**config.mk**
```make
export PLATFORM = sky130hd
export DESIGN_NAME = shared_adder_arbiter
export DESIGN_NICKNAME = d
export VERILOG_FILES = /design/src/rtl/shared_adder_arbiter.sv
export SDC_FILE = /design/constraint.sdc
export NUM_CORES = 1
export LEC_CHECK = 0
export CORE_ASPECT_RATIO = 1.2
export CORE_MARGIN = 3
export CORE_UTILIZATION = 35
export CTS_CLUSTER_DIAMETER = 200
export DETAILED_ROUTE_END_ITERATION = 6
export HOLD_SLACK_MARGIN = 0.02
export PLACE_DENSITY = 0.78
export SETUP_SLACK_MARGIN = 0.15
export SYNTH_ARGS = -nofsm -noshare
export SYNTH_HDL_FRONTEND = slang
export SYNTH_SLANG_ARGS = --single-unit
export TNS_END_PERCENT = 1
```
**constraint.sdc**
```tcl
create_clock -name clk -period 9.75 [get_ports clk]
set_input_delay 1.95 -clock clk [delete_from_list [all_inputs] [get_ports clk]]
set_output_delay 1.95 -clock clk [all_outputs]
set_load 0.01 [all_outputs]
```
**src/rtl/shared_adder_arbiter.sv**
```systemverilog
`default_nettype none
// ============================================================================
// Module      : shared_adder_arbiter
// Description : Round-robin scheduler that shares one WIDTH-bit adder between
//               N_REQ requesters. Each cycle it grants at most one valid
//               requester, adds its operand pair modulo 2^WIDTH and parks the
//               sum plus the winner's ID in a one-entry output register until
//               the consumer takes it.
// Ports       : clk        - clock, rising-edge
//               rst_n      - asynchronous active-low reset
//               req_valid  - per-requester request valid      [N_REQ]
//               req_ready  - per-requester grant (one-hot/0)  [N_REQ]
//               req_a      - packed operand A, lane i at [i*WIDTH +: WIDTH]
//               req_b      - packed operand B, same packing
//               rsp_valid  - output register holds a result
//               rsp_ready  - consumer accepts the result
//               rsp_id     - index of the requester that produced the result
//               rsp_sum    - (a + b) mod 2^WIDTH
//               rsp_carry  - carry-out of the sum (SHARED_ADDER_CARRY_EN only)
// Config      : define SHARED_ADDER_CARRY_EN to add the registered rsp_carry
//               output; otherwise the carry is discarded.
// Revision    : 1.0 - initial release
// ============================================================================
module shared_adder_arbiter #(
  parameter int N_REQ = 4,
  parameter int WIDTH = 4,
  parameter int ID_W  = $clog2(N_REQ)
) (
  input  logic                   clk,
  input  logic                   rst_n,
  input  logic [N_REQ-1:0]       req_valid,
  output logic [N_REQ-1:0]       req_ready,
  input  logic [N_REQ*WIDTH-1:0] req_a,
  input  logic [N_REQ*WIDTH-1:0] req_b,
  output logic                   rsp_valid,
  input  logic                   rsp_ready,
  output logic [ID_W-1:0]        rsp_id,
  output logic [WIDTH-1:0]       rsp_sum
`ifdef SHARED_ADDER_CARRY_EN
  ,
  output logic                   rsp_carry
`endif
);

  localparam logic [0:0] ST_EMPTY = 1'b0;
  localparam logic [0:0] ST_FULL  = 1'b1;

  logic [0:0]      state_q, state_d;
  logic [ID_W-1:0] ptr_q, ptr_d;
  logic [ID_W-1:0] id_q;
  logic [WIDTH-1:0] sum_q;

  logic            accept;
  logic            found;
  logic            xfer;
  logic [ID_W-1:0] grant_idx;
  logic [ID_W:0]   scan_ext;
  logic [ID_W-1:0] scan_idx;
  logic [WIDTH-1:0] a_sel, b_sel;
  logic [WIDTH:0]   sum_ext;

  // The register can take a new result when empty, or when the current one
  // leaves in this same cycle.
  assign accept = (state_q == ST_EMPTY) || rsp_ready;
  assign xfer   = accept && found;

  // Round-robin search starting at ptr_q; the index is computed one bit wider
  // so the wrap past N_REQ-1 also works for non-power-of-two N_REQ.
  always_comb begin
    found     = 1'b0;
    grant_idx = '0;
    scan_ext  = '0;
    scan_idx  = '0;
    for (int k = 0; k < N_REQ; k++) begin
      scan_ext = {1'b0, ptr_q} + (ID_W+1)'(k);
      if (scan_ext >= (ID_W+1)'(N_REQ)) begin
        scan_ext = scan_ext - (ID_W+1)'(N_REQ);
      end
      scan_idx = scan_ext[ID_W-1:0];
      if (!found && req_valid[scan_idx]) begin
        found     = 1'b1;
        grant_idx = scan_idx;
      end
    end
  end

  // Grant vector depends only on req_valid, ptr, state and rsp_ready.
  always_comb begin
    req_ready = '0;
    for (int i = 0; i < N_REQ; i++) begin
      req_ready[i] = accept && found && (grant_idx == ID_W'(i));
    end
  end

  // Operand mux for the winning lane feeding the single shared adder.
  always_comb begin
    a_sel = '0;
    b_sel = '0;
    for (int i = 0; i < N_REQ; i++) begin
      if (grant_idx == ID_W'(i)) begin
        a_sel = req_a[i*WIDTH +: WIDTH];
        b_sel = req_b[i*WIDTH +: WIDTH];
      end
    end
  end

  assign sum_ext = {1'b0, a_sel} + {1'b0, b_sel};

  always_comb begin
    state_d = state_q;
    ptr_d   = ptr_q;
    if (xfer) begin
      state_d = ST_FULL;
      ptr_d   = (grant_idx == ID_W'(N_REQ-1)) ? '0 : grant_idx + 1'b1;
    end else if ((state_q == ST_FULL) && rsp_ready) begin
      state_d = ST_EMPTY;
    end
  end

  always_ff @(posedge clk or negedge rst_n) begin
    if (!rst_n) begin
      state_q <= ST_EMPTY;
      ptr_q   <= '0;
      id_q    <= '0;
      sum_q   <= '0;
    end else begin
      state_q <= state_d;
      ptr_q   <= ptr_d;
      // Payload only changes on a transfer, so it holds under backpressure
      // and keeps its last value after draining.
      if (xfer) begin
        id_q  <= grant_idx;
        sum_q <= sum_ext[WIDTH-1:0];
      end
    end
  end

`ifdef SHARED_ADDER_CARRY_EN
  logic carry_q;

  always_ff @(posedge clk or negedge rst_n) begin
    if (!rst_n) begin
      carry_q <= 1'b0;
    end else if (xfer) begin
      carry_q <= sum_ext[WIDTH];
    end
  end

  assign rsp_carry = carry_q;
`endif

  assign rsp_valid = (state_q == ST_FULL);
  assign rsp_id    = id_q;
  assign rsp_sum   = sum_q;

endmodule
`default_nettype wire

```
==> results.json <==
{
  "final_core_util": 0.603,
  "fillerInstances": 237,
  "slew_viol_final": 0,
  "postSynthCellCount": 98,
  "start_util": 0.375,
  "grtUsageMet2": 0.307,
  "cts_resized": 0,
  "rsz0062_at_grt": "no",
  "row_count": 19,
  "yosysSeqAreaShare": 0.258,
  "period_share": 0.674,
  "crit_required_ps": 7800,
  "fin_worst_skew_ps": 9.09,
  "antenna_left": 0,
  "nets": 194,
  "synth_edf_count": 0,
  "cts_setup_buffers": 0,
  "synth_commonest_cells": "nand2_1 (10), dfrtp_1 (9), ha_1 (7), nor2b_1 (7), a221oi_1 (6)",
  "swShare": 0.398,
  "cp_max_fo": 17,
  "synthArstFlopShare": 1.00,
  "hold_end": "rsp_sum[0]",
  "yosysMostFrequentCell": "nand2_1",
  "status": "complete, no violations",
  "overflow": 0,
  "grt_pass1_wl_mm": 4.06,
  "powerDensity_mw_per_mm2": 218,
  "io_pins": 50,
  "r2r-end": "rsp_sum[3]",
  "hold_start": "rsp_sum[0]",
  "synth_top_area_frac": 0.258,
  "synth_area_leaders": "dfrtp_1 (26%), ha_1 (10%), a221oi_1 (6.0%)",
  "vias": 958,
  "critPathCaptureType": "output pin",
  "num_antenna_cells": 0,
  "tightestPinTransition_ps": 532,
  "fmax_ghz": 0.152,
  "grt_max_degree": 18,
  "synth.avg_cell_area_um2": 8.92,
  "post-place-cells": 173,
  "via_per_inst": 5.41,
  "pwr-share-seq": 0.216,
  "setup_viol": 0,
  "portBuffers": 49,
  "p_int_mw": 0.185,
  "drt-total-wl_mm": 2.45,
  "fin_crit_ps": 6570,
  "numCtsBuffers": 3,
  "clockRootBuffer": "clkbuf_4",
  "drc": 0,
  "synth_fp_nets": 145,
  "track_usage": 0.167,
  "pre_cts_slack_ps": 3170,
  "worst-r2r-cell-count": 13,
  "grt-busiest-layer": "met2",
  "rrSetupSlack_ps": 6070,
  "synth_top_area_cell": "dfrtp_1",
  "pwr-share-clk": 0.098,
  "path_class": "in2out",
  "first_iter_violations": 24,
  "wl_per_cell_um": 13.9,
  "vdd_drop_max_mv": 0.103,
  "clkSinkCount": 9,
  "path_clk_slew_ps": 60,
  "grt_use_met1": 0.191,
  "holdBufCountCts": 0,
  "dr.pass1.iters": 4,
  "cp-start-kind": "primary input",
  "hold_class": "reg2reg",
  "ys.flop_type": "dfrtp_1",
  "grt_pass1_vias": 950,
  "gp_routability_congestion": 0.906,
  "p_leak_nw": 0.593,
  "switchingPower_mw": 0.122,
  "worstSkewPairLatency_ps": 260,
  "clock_path_buffers": 2,
  "fin_cells": 177,
  "synth-seq-cells": 9,
  "combPwrFrac": 0.686,
  "yosysUniqueCellTypes": 32,
  "syn_area_um2": 875,
  "area_growth_pct": 60.5,
  "hold_depth": 1,
  "core_area_mm2": 0.00233,
  "tritoncts": "done",
  "die_w_um": 51.6,
  "arrival_ps": 4620,
  "met3_usage": 0.0393,
  "rr_startpoint": "ptr_q[1]",
  "max_slew_margin": 0.645,
  "die_area_mm2": 0.00314,
  "hold_viol_final": 0,
  "htree_levels": 1,
  "setup_slack_ps": 3180,
  "antenna_found_initial": 0,
  "cap_violations": 0,
  "fp.dieH_um": 60.8,
  "layout-drive-gt1-share": 0.0616,
  "yosys_warnings": 0,
  "hpwlAfterDp_mm": 2.07,
  "final.setup.tns_ps": 0
}
-- how the worst max path moves through the flow --
stage	from	depth (start not counted)	endpoint
2_1_floorplan	req_valid[3]	7	req_ready[3]
3_3_place_gp	req_valid[3]	7	req_ready[3]
3_5_place_dp	req_valid[3]	7	req_ready[3]
4_1_cts	req_valid[3]	7	req_ready[3]
5_1_grt	req_valid[3]	7	req_ready[3]
6_report	req_valid[3]	7	req_ready[3]
-- through the flow --
step | power, mW | instance area, um^2 | hold WS [ps]
after floorplan | 0.201 | 875 | 534
after global placement | 0.270 | 1380 | 501
after detailed placement | 0.279 | 1380 | 513
after CTS | 0.310 | 1400 | 527
after global routing | 0.334 | 1400 | 563
final | 0.306 | 1400 | 528
-- cells by family (layout without fill, tap and decap cells) --
group | after synthesis | count (layout) | synth area share
simple gates | 38 | 38 | 0.245
compound gates | 25 | 25 | 0.206
flops | 9 | 9 | 0.258
fa+ha+maj | 8 | 8 | 0.123
buf+inv | 8 | 56 | 0.0429
xor+xnor | 5 | 5 | 0.0501
mux | 5 | 5 | 0.0758
-- flip-flops by register name, summed over array words and instances (netlist names) --
name and cells:
rsp_sum 4, rsp_id 2, rsp_valid 1, ptr_q 2
-- cells in the final DEF (no fill, tap or decap) --
cell type and n:
clkdlybuf4s50_1 49, nand2_1 10, dfrtp_1 9, nor2b_1 7
ha_1 7, a221oi_1 6, o31ai_1 5, nor2_1 4
a21o_1 4, and3_1 4, xor2_1 4, nand2b_1 3
nand3b_1 3, o21ai_0 3, inv_1 3, a21oi_1 3
mux2_4 3, clkbuf_4 3, nand4_1 2, mux2i_1 1
or4_4 1, and2_4 1, xnor2_1 1, nor4_1 1
mux2_2 1, a22oi_1 1, nor3b_1 1, a32oi_1 1
nand3_1 1, a31oi_1 1, o21a_1 1, fa_1 1
clkbuf_1 1
-- power groups by stage --
stage | sequential (mW) | clock (mW) | combinational (mW)
2_1_floorplan | 0.0695 | 0 | 0.132
3_3_place_gp | 0.0656 | 0 | 0.204
3_5_place_dp | 0.0668 | 0 | 0.212
4_1_cts | 0.0661 | 0.0307 | 0.213
5_1_grt | 0.0690 | 0.0319 | 0.234
6_report | 0.0662 | 0.0299 | 0.210
-- worst max-delay path, stage by stage --
cell and delay, ps:
clkdlybuf4s50_1 550, nand2b_1 160, nand2_1 60, a221oi_1 510, ha_1 600, and3_1 250
clkdlybuf4s50_1 540
-- per-layer routing --
metal  vias to the layer above  part of all wire
li1                        458                 -
met1                       441              0.39
met2                        55              0.49
met3                         4              0.10
met4                         0             0.014
met5                         -                 0
-- area by class of cell --
type	instances	area [um^2]	share of cell area
multi-input combinational	81	612	0.436
clock buffer	4	26.3	0.0187
tap	31	38.8	0.0276
sequential	9	225	0.160
inverter	3	11.3	0.00802
timing repair buffer	49	490	0.349
Note: power is estimated with default switching activity, not from simulation.
